## config.mk

```make
export PLATFORM = sky130hd
export DESIGN_NAME = sram22_rw_adapter
export DESIGN_NICKNAME = d
export VERILOG_FILES = /design/src/rtl/sram22_rw_adapter.sv
export SDC_FILE = /design/constraint.sdc
export NUM_CORES = 1
export LEC_CHECK = 0
export ABC_CLOCK_PERIOD_IN_PS = 3300
export BUFFER_PORTS_ARGS = -buffer_cell sky130_fd_sc_hd__clkbuf_2
export CORE_MARGIN = 2
export CORE_UTILIZATION = 45
export DETAILED_ROUTE_END_ITERATION = 10
export PLACE_DENSITY = 0.82
export SLEW_MARGIN = 20
export SYNTH_ARGS = -nofsm -noshare
export SYNTH_HDL_FRONTEND = slang
export SYNTH_SLANG_ARGS = --single-unit
export TNS_END_PERCENT = 10
```

## constraint.sdc

```tcl
create_clock -name clk -period 3.3 [get_ports clk]
set_clock_uncertainty 0.15 [all_clocks]
set_input_delay 0.495 -clock clk [delete_from_list [all_inputs] [get_ports clk]]
set_output_delay 0.495 -clock clk [all_outputs]
set_load 0.005 [all_outputs]
```

## src/rtl/sram22_rw_adapter.sv

```systemverilog
// Valid/ready request/response front end for an sram22 single-port macro.
// Reads are credit-checked against a small response FIFO so captures never overflow.
module sram22_rw_adapter #(
  parameter int unsigned DATA_WIDTH  = 32,
  parameter int unsigned ADDR_WIDTH  = 6,
  parameter int unsigned WMASK_WIDTH = 8,
  parameter int unsigned RSP_DEPTH   = 2
) (
  input  logic                   clk,
  input  logic                   rst,
  input  logic                   req_valid,
  output logic                   req_ready,
  input  logic                   req_we,
  input  logic [WMASK_WIDTH-1:0] req_wmask,
  input  logic [ADDR_WIDTH-1:0]  req_addr,
  input  logic [DATA_WIDTH-1:0]  req_wdata,
  output logic                   rsp_valid,
  input  logic                   rsp_ready,
  output logic [DATA_WIDTH-1:0]  rsp_rdata,
  output logic                   sram_we,
  output logic [WMASK_WIDTH-1:0] sram_wmask,
  output logic [ADDR_WIDTH-1:0]  sram_addr,
  output logic [DATA_WIDTH-1:0]  sram_din,
  input  logic [DATA_WIDTH-1:0]  sram_dout
);

  localparam int unsigned PTR_W = (RSP_DEPTH > 1) ? $clog2(RSP_DEPTH) : 1;
  localparam int unsigned CNT_W = $clog2(RSP_DEPTH + 1);
  localparam int unsigned SPC_W = CNT_W + 1;

  if ((DATA_WIDTH % WMASK_WIDTH) != 0) begin : g_bad_mask
    $error("DATA_WIDTH must be a multiple of WMASK_WIDTH");
  end
  if (RSP_DEPTH < 2) begin : g_bad_depth
    $error("RSP_DEPTH must be at least 2");
  end

  logic                  rd_pend_q, rd_pend_d;
  logic [CNT_W-1:0]      cnt_q, cnt_d;
  logic [PTR_W-1:0]      wr_ptr_q, wr_ptr_d;
  logic [PTR_W-1:0]      rd_ptr_q, rd_ptr_d;
  logic [DATA_WIDTH-1:0] buf_q [RSP_DEPTH];
  logic [DATA_WIDTH-1:0] buf_d [RSP_DEPTH];

  logic             fire;
  logic             rd_fire;
  logic             push;
  logic             pop;
  logic [SPC_W-1:0] space;

  function automatic logic [PTR_W-1:0] ptr_inc(input logic [PTR_W-1:0] p);
    return (p == PTR_W'(RSP_DEPTH - 1)) ? '0 : p + PTR_W'(1);
  endfunction

  // Handshakes and credit: outstanding reads (in flight plus buffered) never exceed depth
  always_comb begin
    rsp_valid = !rst && (cnt_q != '0);
    rsp_rdata = buf_q[rd_ptr_q];
    pop       = rsp_valid && rsp_ready;
    push      = rd_pend_q;
    space     = SPC_W'(RSP_DEPTH) - SPC_W'(cnt_q) - SPC_W'(rd_pend_q) + SPC_W'(pop);
    req_ready = !rst && (req_we || (space != '0));
    fire      = req_valid && req_ready;
    rd_fire   = fire && !req_we;
  end

  // Macro pins follow the request only on fire; idle cycles read address 0
  always_comb begin
    sram_we    = 1'b0;
    sram_wmask = '0;
    sram_addr  = '0;
    sram_din   = '0;
    if (fire) begin
      sram_we    = req_we;
      sram_wmask = req_wmask;
      sram_addr  = req_addr;
      sram_din   = req_wdata;
    end
  end

  // Next-state for the read tracker and response FIFO
  always_comb begin
    rd_pend_d = rd_fire;
    cnt_d     = cnt_q;
    wr_ptr_d  = wr_ptr_q;
    rd_ptr_d  = rd_ptr_q;
    buf_d     = buf_q;
    if (push) begin
      buf_d[wr_ptr_q] = sram_dout;
      wr_ptr_d        = ptr_inc(wr_ptr_q);
    end
    if (pop) begin
      rd_ptr_d = ptr_inc(rd_ptr_q);
    end
    cnt_d = cnt_q + CNT_W'(push) - CNT_W'(pop);
  end

  always_ff @(posedge clk) begin
    if (rst) begin
      rd_pend_q <= 1'b0;
      cnt_q     <= '0;
      wr_ptr_q  <= '0;
      rd_ptr_q  <= '0;
    end else begin
      rd_pend_q <= rd_pend_d;
      cnt_q     <= cnt_d;
      wr_ptr_q  <= wr_ptr_d;
      rd_ptr_q  <= rd_ptr_d;
    end
  end

  // Payload storage needs no reset; validity is tracked by cnt_q
  always_ff @(posedge clk) begin
    buf_q <= buf_d;
  end

  always_ff @(posedge clk) begin
    if (!rst) begin
      assert (!(push && !pop && (cnt_q == CNT_W'(RSP_DEPTH))));
    end
  end

endmodule

```

== Yosys cells after proc, flatten, opt, wreduce, memory -nomap -nowiden ==
Cells that the tools add are included.

* Flip-flop bits (word level): 69
* Input port bits: 83
* Output and inout port bits: 81
* Word-level logic and storage cells: 41

* Add/subtract/negate cells: 7
* Order comparisons: 3
* Muxes and demuxes: 12
* Bitwise gates (word level): 2
* Reduce and logical (&&, ||, !) cells: 11

{| class="wikitable"
|+ Operators by type and width
! kind !! count
|-
| two-way mux 32 bit || 5
|-
| bitwise mux 64 bit || 1
|-
| demux 32 bit (select 1 bit) || 1
|-
| two-way mux 8 bit || 1
|-
| logical AND 1 bit || 6
|-
| two-way mux 6 bit || 1
|-
| >= comparator 2 bit (second input constant) || 2
|-
| NOT 1 -> 2 bit || 2
|-
| adder 3 x 1 -> 3 bit || 1
|-
| two-way mux 1 bit || 3
|-
| nonzero test 3 bit || 1
|-
| subtractor 2 x 2 -> 3 bit (first input constant) || 1
|-
| subtractor 3 x 1 -> 3 bit || 1
|-
| adder 1 bit (second input constant) || 2
|-
| adder 2 x 1 -> 2 bit || 1
|-
| zero test 1 bit || 2
|-
| < comparator 2 x 1 -> 1 bit (second input constant) || 1
|-
| nonzero test 2 bit || 1
|-
| subtractor 2 x 1 -> 2 bit || 1
|-
| logical OR 1 bit || 1
|}

== Logic depth before layout (Yosys ltp) ==
Gate-level depths: netlist (run 1).

* Word-level depth: 9
* Mapped depth: 10
* Mapped depth without buffers: 8

== Least setup slack after synthesis (run 1) ==
Ideal clock, no wire load.

* Kind: input -> output
* Start: input rst
* End: output sram_addr[0]
* Arrival time: 2.185 ns
* Slack: 0.470 ns
* Cell stages on the path: 10
* Path buffers: 2
* Path through: o21ba_2 and2_1 fa_1 inv_1 ha_1 nor4b_4 nor3b_2 buf_6 buf_8 and2_4

* Word-level cells in the longest chain between the ends: 9

{| class="wikitable"
|+ RTL lines
! item !! RTL line !! source
|-
| start, declared || 10 || <nowiki>input logic rst,</nowiki>
|-
| zero test 1 bit || n/a ||
|-
| logical AND 1 bit || 57 || <nowiki>rsp_valid = !rst && (cnt_q != '0);</nowiki>
|-
| logical AND 1 bit || 59 || <nowiki>pop = rsp_valid && rsp_ready;</nowiki>
|-
| named net pop || 48 || <nowiki>logic pop;</nowiki>
|-
| adder 3 x 1 -> 3 bit || 61 || <nowiki>space = SPC_W'(RSP_DEPTH) - SPC_W'(cnt_q) - SPC_W'(rd_pend_q) + SPC_W'(pop);</nowiki>
|-
| nonzero test 3 bit || 62 || <nowiki>req_ready = !rst && (req_we || (space != '0));</nowiki>
|-
| logical OR 1 bit || 62 ||
|-
| logical AND 1 bit || 62 ||
|-
| logical AND 1 bit || 63 || <nowiki>fire = req_valid && req_ready;</nowiki>
|-
| two-way mux 6 bit || 73 || <nowiki>if (fire) begin</nowiki>
|-
| end, declared || 22 || <nowiki>output logic [ADDR_WIDTH-1:0] sram_addr,</nowiki>
|}

The timed path passes the listed nets, and every way through them passes these cells.

== Worst setup path after layout (run 1) ==
* Start: register cnt_q[1]
* End: output sram_wmask[7]

* Word-level cells in the longest chain between the ends: 9
* Elaborated cells on any way between the ends: 11
* Classes of those cells: add/sub (3); mux (1); reduce/logical (7)

{| class="wikitable"
|+ RTL lines
! item !! RTL line !! source
|-
| start, declared || 39 || <nowiki>logic [CNT_W-1:0] cnt_q, cnt_d;</nowiki>
|-
| start signal, assigned || 106 || <nowiki>cnt_q <= cnt_d;</nowiki>
|-
| nonzero test 2 bit || 57 ||
|-
| logical AND 1 bit || 57 ||
|-
| logical AND 1 bit || 59 ||
|-
| named net pop || 48 ||
|-
| adder 3 x 1 -> 3 bit || 61 ||
|-
| nonzero test 3 bit || 62 ||
|-
| logical OR 1 bit || 62 ||
|-
| logical AND 1 bit || 62 ||
|-
| logical AND 1 bit || 63 ||
|-
| two-way mux 8 bit || 73 ||
|-
| end, declared || 21 || <nowiki>output logic [WMASK_WIDTH-1:0] sram_wmask,</nowiki>
|}

The timed path passes the listed nets, and every way through them passes these cells.

==> out/results.txt, run 1 <==
min Tclk post-route - 3.19 ns
Arr. time, crit path - 2.54 ns
TritonCTS clock tree - done
total vias in the final route - 2,006
setup slack after layout - 0.112 ns
worst rel slew slack - 0.378
CTS clk-pin slew, worst paths - 0.08 ns
critical setup path kind - reg2out
Leak - 1.86 nW
Worst Setup SP - cnt_q[1]$_SDFF_PP0_
number of synthesized flops with an enable pin - 64
FF-to-FF setup slack - 1.10 ns
hold_sp - sram_dout[17]
Total GRT Usage - 0.165
Post-synth top cells - 64 x edfxtp_1, 32 x mux2_2, 22 x and2_4
# IOs - 164
Max-Cap Viols - 0
Clock Path Buffers - 2
unrepaired setup endpoints after global routing - yes
cell-internal power - 1.51 mW
IO buf count - 163
GRT overflow - 0
Critical Path End Type - output pin
critical path required time - 2.65 ns
top_reg_cell synth - edfxtp_1
die extent in y - 86.0 µm
Total Wirelength - 6390 µm
clock sink count - 69
Num CTS Buffers - 9
Tightest Hold Check Type - in2reg
Area Overhead vs Synth - 37.3%
diodes inserted - 0
Cell Pwr Density - 469 nW/µm²
outcome - completed
antenna violations before repair - 0
Syn Area/Cell - 16.7 µm²
Via density - 4.61
average wire per standard cell - 14.7 µm
Synth Instances - 181
async set-or-reset flop fraction in the synthesized netlist - 0
layout cells sized above 1 - 0.709
post-route ant nets - 0
hold-fix buffers at CTS - 0
Reg-to-Reg Start - cnt_q[1]$_SDFF_PP0_
starting density of the core - 0.471
Seq/Total Area, Yosys - 0.668
CP Launch Type - register
RePlAce Congestion - 0.710
CTS Root Cell - clkbuf_8
synthesized area - 3030 µm²
DP Wirelength - 4560 µm
first-pass GRT wire length - 9110 µm
Remaining DRCs - 0
crit-path max FO - 12
Place WS - 0.178 ns
core box area - 6420 µm²
Synth cell types - 24
Clock power frac - 0.333
Peak VDD IR - 390 µV
row count - 29
Layout Cells excl Fill - 435
Synthesis Warnings - 0
final max-slew violation count - 0
Switch Pwr - 0.439 mW
fin nets - 440
share of Yosys cell area claimed by the top area cell type - 0.635
sequential share of power - 0.509
Gate power share - 0.158
number of global-route vias before repair - 1,970
Fmax - 314 MHz
First-pass DRT Iterations - 4
clock latency at the later pin of the worst-skew pair - 0.33 ns
H-tree levels - 3
final period utilization - 0.966
die area - 7400 µm²
final setup fails - 0
Worst Tran Pin Value - 0.930 ns
top post-synthesis cells by area - edfxtp_1 63%, mux2_2 12%, and2_4 6.4%
initial DRC count - 48
Yosys reg bits - 69
Fill cells - 489
post-placement cell count - 415
largest net degree at the start of global routing - 47
top-count cell post-synth - edfxtp_1
Switching Share - 0.226
Syn Nets - 268
Yosys top cell by area - edfxtp_1
Final Hold Vio Count - 0
width of the die - 86.0 µm
## layout by cell type (no fill, tap or decap)
master,instances
and2_1,18
and2_2,7
and2_4,23
and2b_2,1
and3b_2,1
buf_12,1
buf_4,4
buf_6,1
bufinv_16,1
clkbuf_1,1
clkbuf_16,1
clkbuf_2,163
clkbuf_8,9
clkinv_1,1
clkinv_2,2
clkinv_4,1
dfxtp_1,4
dfxtp_2,1
edfxtp_1,64
fa_2,1
ha_1,3
inv_1,4
inv_6,1
mux2_2,32
mux2i_1,1
nand2b_1,1
nor2_1,3
nor2_4,1
nor2b_1,1
nor3b_4,1
nor4b_4,1
o21ba_2,1
xnor2_1,2
xor2_1,1
## power by group through the flow
stage	sequential, mW	combinational [mW]	clock, mW
finish	0.991	0.307	0.649
global route	0.993	0.337	0.700
CTS	0.991	0.298	0.672
detailed placement	1.01	0.297	0
global placement	1.01	0.291	0
floorplan	1.01	0.163	0
## layer usage
metal,vias up,wire (µm),part of all wire,GRT usage
li1,990,-,-,-
met1,919,2460,0.38,0.177
met2,87,3340,0.52,0.289
met3,10,464,0.073,0.0520
met4,0,127,0.020,0.0837
met5,-,0,0,0
## final timing paths
path | to | cells past startpoint
setup reg to reg | push$_SDFF_PP0_ | 7
hold reg to reg | wr_ptr_q$_SDFFE_PP0P_ | 2
hold / removal | buf_q[49]$_DFFE_PP_ | 1
setup / recovery | sram_wmask[7] | 9
## stage by stage
stage	util	hold slack [ns]	instance area, µm²	total power [mW]	TNS, ns
2_1_floorplan	-	0.340	3030	1.17	0
6_report	0.647	0.200	4160	1.95	0
5_1_grt	0.647	0.180	4160	2.03	-0.0689
4_1_cts	0.638	0.179	4100	1.96	0
3_5_place_dp	0.609	0.378	3910	1.31	0
3_3_place_gp	0.609	0.354	3910	1.30	0
## timing repair
item	4_1_cts	5_1_grt
buffers inserted	0	2
gates resized for setup	0	3
setup endpoints to repair	0	46
## registers in the layout, summed over array words and instances, names as in the netlist
register and count:
buf_q 64, cnt_q 2, push 1, rd_ptr_q 1, wr_ptr_q 1
## area by class of cell
| cell class | instances | area [µm²] | share of cell area |
|---|---|---|---|
| flip-flops and latches | 69 | 2020 | 0.487 |
| multi-input cells | 99 | 930 | 0.224 |
| repair buffers | 170 | 902 | 0.217 |
| clock buffers | 10 | 128 | 0.0307 |
| well taps | 77 | 96.3 | 0.0232 |
| clock inverters | 6 | 61.3 | 0.0148 |
| inverters | 4 | 15.0 | 0.00361 |
## worst max-delay path: stages (launching register included)
cell	delay [ns]
dfxtp_2	0.34
o21ba_2	0.21
and2_4	0.17
fa_2	0.45
nor4b_4	0.36
nor3b_4	0.08
buf_4	0.16
clkbuf_16	0.16
and2_2	0.18
clkbuf_2	0.10
## cell families after synthesis
family / synth area share
DFF: 0.668
and+or+nand+nor: 0.147
muxes: 0.122
buffers and inverters: 0.0314
adders and majority gates: 0.0190
xor gates and xnor gates: 0.00868
AOI/OAI and AO/OA: 0.00331
Note: power is estimated with default switching activity, not from simulation.
==> run 2, diff against run 1 <==
Settings changed: CORE_MARGIN 2 to 1.5, PLACE_DENSITY 0.82 to not set, PLACE_DENSITY_LB_ADDON set to 0.3.
==> run 2 against run 1 <==
Compared with the run above: the flow now finishes with violations (DRC); register-to-register slack worse by 0.10 ns; global-route usage rose by 0.73 points; worst hold slack lost 0.0065 ns; count of clock-buffer cells in the layout down 1; via count increased by 3.1%; wire length grew 3.6%; power grew 1.7%; sequential power is essentially flat; sequential share of layout area is 0.61 points lower; critical path type unchanged; highest routed layer unchanged.
==> out/results.txt, run 2 (synthesis results as in run 1) <==
outcome - finished, violations left
failing checks - DRC
First-pass DRT Iterations - 7 (+3)
core box area - 6420 µm² (unchanged)
commonest non-fill, non-tap cell in the layout - clkbuf_2
Layout Cells excl Fill - 438 (+0.69%)
Fmax - 313 MHz (-0.27%)
RePlAce Congestion - 0.807 (+14%)
worst rel slew slack - 0.377 (-0.00177)
Largest regs - buf_q (64), cnt_q (2)
number of global-route vias before repair - 1,950 (-1.0%)
Leak - 1.88 nW (+1.1%)
Clock Path Buffers - 2 (unchanged)
clock latency at the later pin of the worst-skew pair - 0.33 ns (about the same)
starting density of the core - 0.471 (unchanged)
row count - 29 (unchanged)
initial DRC count - 64 (+33%)
Final Hold Vio Count - 0 (unchanged)
total vias in the final route - 2,068 (+3.1%)
post-placement cell count - 415 (unchanged)
CTS clk-pin slew, worst paths - 0.08 ns (about the same)
die extent in y - 85.0 µm (-1.2%)
DP Wirelength - 4700 µm (+3.2%)
final period utilization - 0.969 (+0.00262)
crit-path max FO - 12 (unchanged)
final setup fails - 0 (unchanged)
Fill cells - 501 (+2.5%)
most frequent cells in the layout - 163 x clkbuf_2, 64 x edfxtp_1, 32 x mux2_2, 23 x and2_4, 19 x and2_1
GRT overflow - 0 (unchanged)
Cell Pwr Density - 470 nW/µm² (+0.39%)
Total GRT Usage - 0.172 (+0.00726)
Layout Utilization - 0.656 (+0.00857)
fin nets - 443 (+0.68%)
width of the die - 85.0 µm (-1.2%)
die area - 7230 µm² (-2.3%)
H-tree levels - 3 (unchanged)
Max-Cap Viols - 0 (unchanged)
TritonCTS clock tree - done
final max-slew violation count - 0 (unchanged)
Worst Tran Pin Value - 0.933 ns (+0.00265 ns)
antenna violations before repair - 0 (unchanged)
IO buf count - 163 (unchanged)
Peak VDD IR - 324 µV (-17%)
layout cells sized above 1 - 0.720 (+0.0107)
Arr. time, crit path - 2.55 ns (about the same)
CP Launch Type - register
diodes inserted - 0 (unchanged)
Area Overhead vs Synth - 39.1%
max reg flops - 64 (unchanged)
critical path required time - 2.65 ns (about the same)
total chip power - 1.98 mW (+1.7%)
average wire per standard cell - 15.1 µm (+2.9%)
post-route ant nets - 0 (unchanged)
clock sink count - 69 (unchanged)
Num CTS Buffers - 9 (unchanged)
min Tclk post-route - 3.20 ns (+0.00864 ns)
Remaining DRCs - 15 (+15)
first-pass GRT wire length - 9430 µm (+3.5%)
critical setup path kind - reg2out
# IOs - 164 (unchanged)
most flop-heavy register - buf_q
CTS Root Cell - clkbuf_8
hold-fix buffers at CTS - 0 (unchanged)
Via density - 4.72 (+2.4%)
largest net degree at the start of global routing - 48 (+2.1%)
Tightest Hold Check Type - in2reg
Critical Path End Type - output pin
Total Wirelength - 6630 µm (+3.6%)
[run 2: final cells by class]
class                           count  area, µm²  area share
Tap cell                           77       96.3      0.0229
Inverter                            4       15.0     0.00357
Clock buffer                        9        124      0.0294
Clock inverter                      7       72.6      0.0172
Timing Repair Buffer              173        950       0.226
Multi-Input combinational cell     99        928       0.221
Sequential cell                    69       2020       0.481
[run 2: per-layer routing]
layer | part of all wire | global-route usage
met5 | 0 | 0
met4 | 0.0092 | 0.0537
met3 | 0.075 | 0.0516
met2 | 0.53 | 0.314
met1 | 0.38 | 0.192
[run 2: worst paths after layout]
check                                          from               endpoint  slack [ns]  cells past startpoint
worst max register to register  cnt_q[1]$_SDFF_PP0_        push$_SDFF_PP0_        1.00                     10
worst min-delay path                  sram_dout[13]    buf_q[45]$_DFFE_PP_        0.19                      1
worst max-delay path            cnt_q[1]$_SDFF_PP0_          sram_wmask[6]        0.10                     11
worst min register to register      push$_SDFF_PP0_  wr_ptr_q$_SDFFE_PP0P_        0.39                      2
[run 2: stage by stage]
| step | setup WS (ns) | hold slack, ns | TNS, ns | area [µm²] |
|---|---|---|---|---|
| floorplan | 0.470 | 0.340 | 0 | 3030 |
| detailed placement | 0.203 | 0.375 | 0 | 3910 |
| finish | 0.104 | 0.193 | 0 | 4210 |
| global placement | 0.239 | 0.363 | 0 | 3910 |
| CTS | 0.00177 | 0.178 | 0 | 4110 |
| global route | -0.0217 | 0.170 | -0.226 | 4210 |
[run 2: power breakdown]
part           internal [mW]  switching (mW)
Sequential             0.982          0.0261
Combinational          0.185           0.117
Clock                  0.351           0.320
[run 2: worst max-delay path, cell delays in order (launching register included)]
cell and delay, ns:
dfxtp_2 0.33, o21ba_2 0.21, and2_4 0.15, fa_2 0.33
inv_2 0.05, ha_1 0.21, nor4b_4 0.14, nor3b_4 0.24
buf_6 0.15, clkbuf_16 0.15, and2_4 0.13, clkbuf_2 0.11
[run 2: timing repair]
| item | 4_1_cts | 5_1_grt |
|---|---|---|
| buffers inserted | 0 | 4 |
| setup endpoints to repair | 0 | 46 |
| resized for setup | 0 | 6 |
==> run 3, diff against run 2 <==
Settings changed: ABC_CLOCK_PERIOD_IN_PS 3300 to 3600, BUFFER_PORTS_ARGS -buffer_cell sky130_fd_sc_hd__clkbuf_2 to -buffer_cell sky130_fd_sc_hd__buf_2, HOLD_SLACK_MARGIN set to 0.1.
Clock period 3.3 ns to 3.6 ns, I/O delays scaled along.
==> run 3 against run 2 <==
Compared with the run above: via count shrank 2.2%; utilization shrank 1.5 points; flip-flop and latch count is the same; largest cell class unchanged; wire length shrank 3.7%; cell area shrank 2.2%; the run still ends with DRC left; setup slack gained 0.23 ns; non-clock buffer count shrank 8; sequential power shrank 9%; power shrank 6.7%; critical path depth is the same.
==> out/results.txt, run 3 (synthesis results as in run 1) <==
outcome - finished, violations left
failing checks - DRC
min Tclk post-route - 3.27 ns
die area - 7230 µm² (unchanged)
setup TNS - 0 ns (unchanged)
crit-path max FO - 47 (+35)
RePlAce Congestion - 0.719 (-11%)
Sequential Area - 2020 µm² (about the same)
most frequent cells in the layout - 163 x buf_2, 64 x edfxtp_1, 32 x mux2_2, 22 x and2_4, 20 x and2_1
cells resized by post-CTS repair - 0 (unchanged)
die extent in y - 85.0 µm (unchanged)
Num CTS Buffers - 9 (unchanged)
critical setup path kind - in2out
Fin Hold WS - 0.237 ns (+0.0441 ns)
clock latency at the later pin of the worst-skew pair - 0.33 ns (about the same)
CP Launch Type - input pin
post-route ant nets - 0 (unchanged)
layout cells sized above 1 - 0.697 (-0.0233)
first-pass GRT wire length - 9700 µm (+2.9%)
worst rel slew slack - 0.366 (-0.0105)
Largest regs - buf_q (64), cnt_q (2)
GRT overflow - 0 (unchanged)
most flop-heavy register - buf_q
DP Area - 3900 µm² (-0.19%)
Multi-input gate area - 923 µm² (-0.54%)
Max-Cap Viols - 0 (unchanged)
largest net degree at the start of global routing - 48 (unchanged)
H-tree levels - 3 (unchanged)
final max-slew violation count - 0 (unchanged)
IO buf count - 163 (unchanged)
Cell Pwr Density - 449 nW/µm² (-4.5%)
Tightest Hold Check Type - in2reg
width of the die - 85.0 µm (unchanged)
critical path's largest stage delay - 0.36 ns (+0.03 ns)
final setup fails - 0 (unchanged)
Worst Tran Pin Value - 0.949 ns (+0.0157 ns)
Final Cell Area - 4120 µm² (-2.2%)
Arr. time, crit path - 2.58 ns (+0.03 ns)
Critical-path top delay cell - fa_1
core box area - 6420 µm² (unchanged)
average wire per standard cell - 14.8 µm (-1.9%)
Clock Path Buffers - 2 (unchanged)
Total GRT Usage - 0.179 (+0.00727)
Area Overhead vs Synth - 36.0%
First-pass DRT Iterations - 7 (unchanged)
antenna violations before repair - 0 (unchanged)
CTS clk-pin slew, worst paths - 0.08 ns (about the same)
final period utilization - 0.908
Fmax - 306 MHz
DP Wirelength - 4660 µm (-0.85%)
total vias in the final route - 2,022 (-2.2%)
unrepaired setup endpoints after global routing - no
number of setup buffers added after CTS - 0 (unchanged)
clock sink count - 69 (unchanged)
Final Hold Vio Count - 0 (unchanged)
CTS Root Cell - clkbuf_8
Leak - 1.84 nW (-2.3%)
max reg flops - 64 (unchanged)
critical path required time - 2.91 ns (+0.26 ns)
Remaining DRCs - 15 (unchanged)
diodes inserted - 0 (unchanged)
initial DRC count - 67 (+4.7%)
Fill cells - 532 (+6.2%)
Critical Path End Type - output pin
total chip power - 1.85 mW (-6.7%)
delay-heaviest family, CP - simple AND/OR/NAND/NOR gates
CP cell instances - buf_2, o21ba_2, and2_1, fa_1, inv_1, ha_1, nor4b_4, nor3b_4, buf_12, and2_4, buf_2
TritonCTS clock tree - done
# IOs - 164 (unchanged)
hold-fix buffers at CTS - 0 (unchanged)
Total Wirelength - 6380 µm (-3.7%)
number of global-route vias before repair - 2,044 (+4.8%)
crit path buf inv count - 4 (unchanged)
CP dominant cell by count - buf_2
row count - 29 (unchanged)
fin nets - 435 (-1.8%)
Peak VDD IR - 316 µV (-2.3%)
starting density of the core - 0.471 (unchanged)
commonest non-fill, non-tap cell in the layout - buf_2
Via density - 4.70 (-0.41%)
## run 3: cell types whose count changed in the layout (fill, tap and decap cells not counted), sizes merged
cell    previous run  this run
buf                8       165
bufinv             1         2
clkbuf           174        10
inv                6         4
## run 3: cell type report
| type | count | share of cell area |
|---|---|---|
| Clock inverter | 6 | 0.0213 |
| Multi-Input combinational cell | 99 | 0.224 |
| Clock buffer | 10 | 0.0310 |
| Timing Repair Buffer | 165 | 0.205 |
| Sequential cell | 69 | 0.491 |
| Inverter | 4 | 0.00365 |
| Tap cell | 77 | 0.0234 |
## run 3: where the power goes
part / leakage, nW / internal (mW) / switching (mW)
combinational: 1.12 / 0.152 / 0.0972
sequential: 0.622 / 0.900 / 0.0240
clock: 0.100 / 0.389 / 0.287
total: 1.84 / 1.44 / 0.408
## run 3: worst register-to-register path, cell delays in order (launching register included)
cell     delay (ns)
dfxtp_1        0.34
o21ba_2        0.22
and2_1         0.19
fa_1           0.51
nor4b_4        0.35
nor3b_4        0.08
buf_12         0.18
and2b_2        0.21
## run 3: worst paths after layout
check | from | end | slack (ns) | cells after the start
setup reg to reg | cnt_q[1]$_SDFF_PP0_ | push$_SDFF_PP0_ | 1.27 | 7
setup / recovery | rst | sram_din[29] | 0.33 | 11
hold / removal | sram_dout[15] | buf_q[47]$_DFFE_PP_ | 0.24 | 1
hold reg to reg | push$_SDFF_PP0_ | wr_ptr_q$_SDFFE_PP0P_ | 0.39 | 2
## run 3: per-layer routing
layer | vias up | track usage | part of all wire
li1 | 976 | - | -
met1 | 943 | 0.180 | 0.35
met2 | 94 | 0.338 | 0.54
met3 | 9 | 0.0613 | 0.090
met4 | 0 | 0.0656 | 0.013
met5 | - | 0 | 0
## run 3: metrics by stage
stage               instances  worst slack, ns  utilization
finish                    430            0.330        0.641
floorplan                 181            0.680            -
detailed placement        414            0.309        0.607
CTS                       430            0.301        0.641
global route              430            0.203        0.641
global placement          414            0.348        0.607
